## config.mk

```make
export PLATFORM = sky130hd
export DESIGN_NAME = f8_dmem_port
export DESIGN_NICKNAME = d
export VERILOG_FILES = /design/src/rtl/f8_dmem_port.sv
export SDC_FILE = /design/constraint.sdc
export NUM_CORES = 1
export LEC_CHECK = 0
export ABC_AREA = 1
export CELL_PAD_IN_SITES_DETAIL_PLACEMENT = 1
export CELL_PAD_IN_SITES_GLOBAL_PLACEMENT = 2
export CORE_ASPECT_RATIO = 1.4
export CORE_UTILIZATION = 28
export DETAILED_ROUTE_END_ITERATION = 12
export PLACE_DENSITY_LB_ADDON = 0.25
export RECOVER_POWER = 100
export SLEW_MARGIN = 30
export SYNTH_ARGS = -nofsm -noshare
export SYNTH_HDL_FRONTEND = slang
export SYNTH_SLANG_ARGS = --single-unit
```

## constraint.sdc

```tcl
create_clock -name clk -period 2.6 [get_ports clk]
set_clock_uncertainty 0.15 [all_clocks]
set_input_delay 0.52 -clock clk [delete_from_list [all_inputs] [get_ports clk]]
set_output_delay 0.52 -clock clk [all_outputs]
set_load 0.1 [all_outputs]
```

## src/rtl/f8_dmem_port.sv

```systemverilog
// F8 data-memory access stage: steers byte/word loads and stores onto the
// even/odd RAM banks and returns big-endian responses under back-pressure.

// One RAM bank lane: held addresses, one-deep store forward, merged read byte.
module f8_dmem_lane (
  input  logic        clk,
  input  logic        rst_n,
  input  logic        rd,
  input  logic        wsel,
  input  logic        we,
  input  logic [14:0] addr,
  input  logic [7:0]  wbyte,
  input  logic [7:0]  rbyte_in,
  output logic [14:0] rd_addr,
  output logic [14:0] wr_addr,
  output logic [7:0]  wr_data,
  output logic [7:0]  rbyte
);
  logic [14:0] rd_q, wr_q, fwd_addr;
  logic [7:0]  wd_q, fwd_data, hit_data;
  logic        fwd_vld, hit_q;

  assign rd_addr = rd   ? addr  : rd_q;
  assign wr_addr = wsel ? addr  : wr_q;
  assign wr_data = wsel ? wbyte : wd_q;
  assign rbyte   = hit_q ? hit_data : rbyte_in;

  // The bank returns old data on read-during-write, so a load issued the
  // cycle after a store to the same bank word takes the store's byte.
  always_ff @(posedge clk or negedge rst_n) begin
    if (!rst_n) begin
      rd_q     <= '0;
      wr_q     <= '0;
      wd_q     <= '0;
      fwd_vld  <= 1'b0;
      fwd_addr <= '0;
      fwd_data <= '0;
      hit_q    <= 1'b0;
      hit_data <= '0;
    end else begin
      rd_q     <= rd_addr;
      wr_q     <= wr_addr;
      wd_q     <= wr_data;
      fwd_vld  <= we;
      fwd_addr <= wr_addr;
      fwd_data <= wr_data;
      hit_q    <= rd && fwd_vld && (fwd_addr == addr);
      hit_data <= fwd_data;
    end
  end
endmodule

module f8_dmem_port #(
  parameter int ADDRBITS = 10
) (
  input  logic        clk,
  input  logic        rst_n,
  input  logic        req_valid,
  output logic        req_ready,
  input  logic        req_write,
  input  logic        req_word,
  input  logic [15:0] req_addr,
  input  logic [15:0] req_wdata,
  output logic        rsp_valid,
  input  logic        rsp_ready,
  output logic [15:0] rsp_rdata,
  output logic        rsp_err,
  output logic [14:0] dread_addr_even,
  output logic [14:0] dread_addr_odd,
  input  logic [7:0]  dread_data_even,
  input  logic [7:0]  dread_data_odd,
  output logic [14:0] dwrite_addr_even,
  output logic [14:0] dwrite_addr_odd,
  output logic [7:0]  dwrite_data_even,
  output logic [7:0]  dwrite_data_odd,
  output logic        dwrite_en_even,
  output logic        dwrite_en_odd
);
  localparam int NUM_LANES = 2;
  localparam int RAMBASE_I = 32'h4000 - (1 << ADDRBITS);
  localparam logic [15:0] RAMBASE = RAMBASE_I[15:0];

  function automatic logic in_win(input logic [15:0] x);
    return (x >= RAMBASE) && (x <= 16'h3fff);
  endfunction

  logic        fire, odd, ok_hi, ok_lo, err;
  logic [15:0] a_lo;
  logic [7:0]  hi_b, lo_b;
  logic [NUM_LANES-1:0]       lane_use, lane_rd, lane_wsel, lane_we;
  logic [NUM_LANES-1:0][14:0] lane_addr, lane_raddr, lane_waddr;
  logic [NUM_LANES-1:0][7:0]  lane_wbyte, lane_wdata, lane_rdin, lane_rbyte;

  logic        ready_en;
  logic        p_vld, p_write, p_word, p_odd, p_ok_hi, p_ok_lo, p_err;
  logic [7:0]  p_hi, p_lo;
  logic [15:0] p_rdata;
  logic        h_vld, h_err;
  logic [15:0] h_rdata;

  assign fire  = req_valid && req_ready;
  assign odd   = req_addr[0];
  assign a_lo  = req_addr + 16'd1;
  assign ok_hi = in_win(req_addr);
  assign ok_lo = !req_word || in_win(a_lo);
  assign err   = !(ok_hi && ok_lo);

  // Lane 0 = even bank, lane 1 = odd bank. A word at even A shares one bank
  // index across both lanes; at odd A the even lane moves to (A+1)>>1.
  assign hi_b          = req_word ? req_wdata[15:8] : req_wdata[7:0];
  assign lo_b          = req_wdata[7:0];
  assign lane_use[0]   = !odd || req_word;
  assign lane_use[1]   = odd || req_word;
  assign lane_addr[0]  = odd ? a_lo[15:1] : req_addr[15:1];
  assign lane_addr[1]  = req_addr[15:1];
  assign lane_wbyte[0] = odd ? lo_b : hi_b;
  assign lane_wbyte[1] = odd ? hi_b : lo_b;
  assign lane_rdin[0]  = dread_data_even;
  assign lane_rdin[1]  = dread_data_odd;

  for (genvar i = 0; i < NUM_LANES; i++) begin : g_lane
    assign lane_rd[i]   = fire && !req_write && lane_use[i];
    assign lane_wsel[i] = fire && req_write && lane_use[i];
    assign lane_we[i]   = lane_wsel[i] && !err;
    f8_dmem_lane u_lane (
      .clk      (clk),
      .rst_n    (rst_n),
      .rd       (lane_rd[i]),
      .wsel     (lane_wsel[i]),
      .we       (lane_we[i]),
      .addr     (lane_addr[i]),
      .wbyte    (lane_wbyte[i]),
      .rbyte_in (lane_rdin[i]),
      .rd_addr  (lane_raddr[i]),
      .wr_addr  (lane_waddr[i]),
      .wr_data  (lane_wdata[i]),
      .rbyte    (lane_rbyte[i])
    );
  end

  assign dread_addr_even  = lane_raddr[0];
  assign dread_addr_odd   = lane_raddr[1];
  assign dwrite_addr_even = lane_waddr[0];
  assign dwrite_addr_odd  = lane_waddr[1];
  assign dwrite_data_even = lane_wdata[0];
  assign dwrite_data_odd  = lane_wdata[1];
  assign dwrite_en_even   = lane_we[0];
  assign dwrite_en_odd    = lane_we[1];

  // Realign bank bytes; out-of-window bytes read as 0xff.
  assign p_hi    = !p_ok_hi ? 8'hff : (p_odd ? lane_rbyte[1] : lane_rbyte[0]);
  assign p_lo    = !p_ok_lo ? 8'hff : (p_odd ? lane_rbyte[0] : lane_rbyte[1]);
  assign p_rdata = p_write ? 16'h0000 : (p_word ? {p_hi, p_lo} : {8'h00, p_hi});

  // Hold and live stage are never valid together: a stall blocks new issue.
  assign rsp_valid = h_vld || p_vld;
  assign rsp_rdata = h_vld ? h_rdata : (p_vld ? p_rdata : 16'h0000);
  assign rsp_err   = h_vld ? h_err : (p_vld && p_err);
  assign req_ready = ready_en && !(rsp_valid && !rsp_ready);

  always_ff @(posedge clk or negedge rst_n) begin
    if (!rst_n) begin
      ready_en <= 1'b0;
      p_vld    <= 1'b0;
      p_write  <= 1'b0;
      p_word   <= 1'b0;
      p_odd    <= 1'b0;
      p_ok_hi  <= 1'b0;
      p_ok_lo  <= 1'b0;
      p_err    <= 1'b0;
      h_vld    <= 1'b0;
      h_err    <= 1'b0;
      h_rdata  <= '0;
    end else begin
      ready_en <= 1'b1;
      p_vld    <= fire;
      if (fire) begin
        p_write <= req_write;
        p_word  <= req_word;
        p_odd   <= odd;
        p_ok_hi <= ok_hi;
        p_ok_lo <= ok_lo;
        p_err   <= err;
      end
      if (p_vld && !rsp_ready) begin
        h_vld   <= 1'b1;
        h_rdata <= p_rdata;
        h_err   <= p_err;
      end else if (h_vld && rsp_ready) begin
        h_vld <= 1'b0;
      end
    end
  end
endmodule

```

======== Yosys cells after proc, flatten, opt, wreduce, memory -nomap -nowiden ========
Index checks and enable logic that the tools add are counted.
cells by class
  $add $sub $neg .......................... 1
  order comparisons ....................... 4
  eq/ne operators ......................... 2
  mux-type cells .......................... 23
  reductions and logical operators ........ 32
operator list
  operator                                                                             number
  8-bit 2-to-1 mux                                                                     11
  15-bit 2-to-1 mux                                                                    5
  16-bit 2-to-1 mux                                                                    4
  16-bit by 14-bit >= comparator with 1-bit output (second input constant)             2
  16-bit by 14-bit less-or-equal comparator with 1-bit output (second input constant)  2
  15-bit == test                                                                       2
  1-bit logical AND                                                                    21
  16-bit by 1-bit adder with 16-bit output (second input constant)                     1
  1-bit logical NOT                                                                    6
  1-bit logical OR                                                                     4
  1-bit 2-to-1 mux                                                                     3
  2-bit nonzero test                                                                   1
word-level totals
  bits in registers ....................... 122
  input port bits ......................... 54
  output and inout bits ................... 97
  word-level logic and storage cells ...... 85

======== Logic depth before layout (Yosys ltp) ========
  word-level depth ........................ 9
  depth in mapped cells ................... 14
  gate-level depth less buffers ........... 13

======== Hierarchy ========
Synthesis repeated with hierarchy kept, for this count alone.
second synthesis, totals
  cells, all modules ...................... 776
  area, all modules ....................... 6448.7 µm²
modules (own cells, without submodules)
  module        instances  cells an instance  area each (µm²)  sequential area each (µm²)
  f8_dmem_lane  2          209                2075.7           1201.2
  f8_dmem_port  1          358                2297.2           650.6

======== Least setup slack after synthesis ========
No wires, ideal clock.
  path kind ............................... reg-to-output
  start point ............................. register h_vld
  end point ............................... output port dwrite_addr_even[10]
  data arrival time ....................... 4.698 ns
  required time ........................... 1.930 ns
  path slack .............................. -2.768 ns
  cell stages (with the launch flop) ...... 12
  path buffers ............................ 2
  cell sequence ........................... dfrtp_1 -> buf_6 -> inv_2 -> nand2_1 -> nand2_1 -> inv_1 -> nor2_4 -> nand2_2 -> nor3_4 -> inv_2 -> clkbuf_2 -> o21ai_0
between the ends
  cells in the longest elaborated chain, start to end .. 8
ends and longest elaborated chain
  element                          RTL line  source
  start: declaration               98        logic h_vld, h_err;
  start signal: assignment         171       h_vld <= 1'b0;
  start signal: assignment         186       h_vld <= 1'b1;
  start signal: assignment         190       h_vld <= 1'b0;
  1-bit logical OR                 156       assign rsp_valid = h_vld || p_vld;
  named net rsp_valid              64        output logic rsp_valid,
  1-bit logical AND                159       assign req_ready = ready_en && !(rsp_valid && !rsp_ready);
  1-bit logical NOT                159
  1-bit logical AND                159
  named net req_ready              59        output logic req_ready,
  1-bit logical AND                101       assign fire = req_valid && req_ready;
  1-bit logical AND (2 in series)  123       assign lane_wsel[i] = fire && req_write && lane_use[i];
  15-bit 2-to-1 mux                24        assign wr_addr = wsel ? addr : wr_q;
  end: declaration                 72        output logic [14:0] dwrite_addr_even,
The timed path passes the listed nets, and every way through them passes these cells.

======== Final worst setup path ========
  start point ............................. register p_vld
  end point ............................... output port dwrite_data_odd[0]
between the ends
  cells in the longest elaborated chain, start to end .. 8
ends and longest elaborated chain
  element                          RTL line  source
  start: declaration               95        logic p_vld, p_write, p_word, p_odd, p_ok_hi, p_ok_lo, p_err;
  start signal: assignment         176       p_vld <= fire;
  1-bit logical OR                 156
  1-bit logical AND                159
  1-bit logical NOT                159
  1-bit logical AND                159
  1-bit logical AND                101
  1-bit logical AND (2 in series)  123
  8-bit 2-to-1 mux                 25        assign wr_data = wsel ? wbyte : wd_q;
  end: declaration                 75        output logic [7:0] dwrite_data_odd,
Every way passes these cells.

==> impl_metrics.ini <==
[die]
rows = 63
dieArea_um2 = 22500
boundaryPins = 151
die_w_um = 127
start_util = 0.287
die_h_um = 177
core_area_um2 = 21400

[worst_setup_path]
r2r_setup_slack_ps = 120
r2r-start = h_vld
critPathLaunch = p_vld
reg2reg_to = p_write
cp.required_ps = 1930
worst_setup_path_end_kind = output port
critPathKind = flip-flop to output port
cp_max_fo = 8
start_kind = flip-flop
arrival_ps = 2240
reg2regPathDepth = 17
cp-endpoint = dwrite_data_odd[0]

[final_layout]
fillers = 2274
layoutNonFillerInstCount = 1428
drive_gt1_frac = 0.489
finalNetCount = 1179
antenna_cells = 0
fin_util = 0.602
layout_commonest_cell = nand2_1
layout_common_cells = nand2_1 (177), buf_4 (139), dfrtp_1 (118)
syn_to_final_growth_pct = 110

[worst_hold_path]
hold_class = flip-flop to flip-flop
hold_depth = 0

[run]
cap_viol_max_count = 0

[cts]
path_clk_slew_ps = 60
cts_sinks = 122
clock_path_buffers = 2
cts_max_level = 4
clkLatencyLatePin_ps = 430
cts_tree = yes
cts_root_buffer = clkbuf_16
cts-buffers-inserted = 17

[synthesis]
synth_compound_area_frac = 0.164
synthSimpleGateAreaFrac = 0.245
ys_types = 38
ys.warnings.count = 0
netlist_area_um2 = 6140
synth_top_family_by_area = simple AND/OR/NAND/NOR gates
syn_nets = 853
synthMuxAreaShare = 0.0130
seq_area_frac_synth = 0.497
syn_inst = 797
synthXorXnorAreaFrac = 0.00571
syn_area_per_cell_um2 = 7.70
synth_fa_ha_area_frac = 0.00408
synth-seq-cells = 122

[routing]
route.vias.total = 6866
wl_per_cell_um = 18.7
drt_iter0_markers = 221
drcViolationCount = 0
routed_wl_um = 26800
firstDrtPassIters = 4
ant_nets = 0
via_per_inst = 4.81

[outcome]
violations = setup timing
status = finished, violations left

[global_route]
grt_pass1_vias = 7592
grt_max_degree = 46
grt.overflow.total = 0
grt_usage = 0.243
grt_pass1_wl_um = 41200
antenna_found_initial = 1

[sta]
holdWs_ps = 226
period_minus_slack_ps = 2910
rsz0062_at_grt = yes
tightest_slew_ps = 1240
max_freq_mhz = 344
slew_headroom = 0.173
setup_viol = 91
slew_viol_final = 0
hold_viol_final = 0
setup_slack_ps = -308
fin_crit_sh = 1.12

[place]
dp_cells = 1339
dp_slack_ps = -798
gp_congestion = 0.833
numPortBuffers = 150
detailed_place_hpwl_um = 18400

[pwr]
ir_drop_mv = 0.543
p_per_area_nw_per_um2 = 811
power_leakage_nw = 5.79
cells in the mapped netlist, drive strengths merged:
| library cell | instances | share of area |
|---|---|---|
| o211ai | 8 | 0.0098 |
| a21oi | 5 | 0.0041 |
| nand3b | 3 | 0.0037 |
| a31oi | 4 | 0.0041 |
| nand2 | 238 | 0.15 |
| ha | 2 | 0.0041 |
| a221oi | 1 | 0.0014 |
| nand3 | 40 | 0.033 |
| inv | 75 | 0.046 |
| clkinv | 1 | 0.00061 |
| conb | 1 | 0.00061 |
| xnor2 | 1 | 0.0014 |
| mux2i | 8 | 0.013 |
| o21ai | 166 | 0.14 |
| clkbuf | 20 | 0.012 |
| xor2 | 3 | 0.0043 |
| a22o | 2 | 0.0029 |
| or2 | 2 | 0.0020 |
| nand4 | 5 | 0.0051 |
| o22ai | 4 | 0.0041 |
| nor3 | 3 | 0.0043 |
| nor2 | 67 | 0.047 |
| o21bai | 1 | 0.0012 |
| nor4 | 2 | 0.0020 |
| a211oi | 1 | 0.0012 |
| buf | 12 | 0.012 |
| dfrtp | 122 | 0.50 |
final cells by class:
cell class,instances,area [um2],area share
Timing Repair Buffer,338,4340,0.337
Multi-Input combinational cell,567,4210,0.327
Sequential cell,122,3060,0.238
Clock buffer,20,467,0.0363
Tap cell,292,365,0.0284
Inverter,76,308,0.0239
Clock inverter,12,114,0.00885
Timing Repair inverter,1,7.51,0.000584
power by group:
group	switching, mW	internal [mW]	total (mW)
Combinational	3.55	1.98	5.53
Sequential	0.241	2.29	2.53
Clock	0.962	1.40	2.36
Total	4.76	5.67	10.4
repair_timing:
| action | 4_1_cts | 5_1_grt |
|---|---|---|
| buffers inserted | 36 | 22 |
| pin swaps | 52 | 52 |
| hold buffers | 1 | 0 |
| cloned | 9 | 2 |
| gates resized for setup | 208 | 106 |
| endpoints found under the hold margin | 17 | 0 |
| endpoints found under the setup margin | 95 | 96 |
flip-flops by register name (all words and copies together) (netlist names), 2 cells and up:
signal / count
g_lane.u_lane.rd_q: 30
h_rdata: 16
g_lane.u_lane.fwd_vld: 2
g_lane.u_lane.hit_data: 16
g_lane.u_lane.wr_q: 30
g_lane.u_lane.hit_q: 2
g_lane.u_lane.wd_q: 16
worst max-delay path: stages, from the launching register on:
cell and delay [ps]:
dfrtp_1 400, inv_2 110, nand2_8 60, nand2_4 70, inv_4 40, nor2_4 110
nand2_4 80, nor2_2 130, nand2_4 140, bufbuf_16 320, o21ai_4 160, buf_12 190
kinds of logic after synthesis:
| family | after synthesis |
|---|---|
| other | 1 |
| AND/OR/NAND/NOR | 360 |
| AO/OA/AOI/OAI | 192 |
| XOR/XNOR | 4 |
| multiplexers | 8 |
| adder cells (fa/ha/maj) | 2 |
| flip-flops | 122 |
| buffers and inverters | 108 |
layer usage:
| metal | share of wire | GRT usage | routed length, um | vias to the layer above |
|---|---|---|---|---|
| met3 | 0.025 | 0.0390 | 676 | 35 |
| met5 | 0.00049 | 0 | 13 | - |
| met2 | 0.57 | 0.473 | 15300 | 133 |
| met4 | 0.026 | 0.0923 | 705 | 2 |
| li1 | - | - | - | 3269 |
| met1 | 0.37 | 0.259 | 10000 | 3427 |
worst min path at each step:
stage | endpoint | start | slack (ps)
5_1_grt | g_lane[0].u_lane.hit_data[0] | g_lane[0].u_lane.wd_q[0] | 230
3_3_place_gp | g_lane[0].u_lane.hit_data[0] | g_lane[0].u_lane.wd_q[0] | 210
3_5_place_dp | g_lane[0].u_lane.hit_data[2] | g_lane[0].u_lane.wd_q[2] | 210
6_report | g_lane[0].u_lane.hit_data[2] | g_lane[0].u_lane.wd_q[2] | 230
2_1_floorplan | g_lane[0].u_lane.fwd_vld | rst_n | 70
4_1_cts | g_lane[0].u_lane.hit_data[0] | g_lane[0].u_lane.wd_q[0] | 230
stage by stage:
| step | cell area [um2] | total power, mW | setup TNS [ps] |
|---|---|---|---|
| after floorplan | 7060 | 5.76 | -70700 |
| after global routing | 12900 | 10.8 | -32300 |
| after CTS | 12500 | 10.4 | -20690 |
| after detailed placement | 10800 | 7.74 | -39580 |
| after global placement | 10800 | 7.66 | -37210 |
| final | 12900 | 10.4 | -20590 |
(Power assumes the default switching activity.)
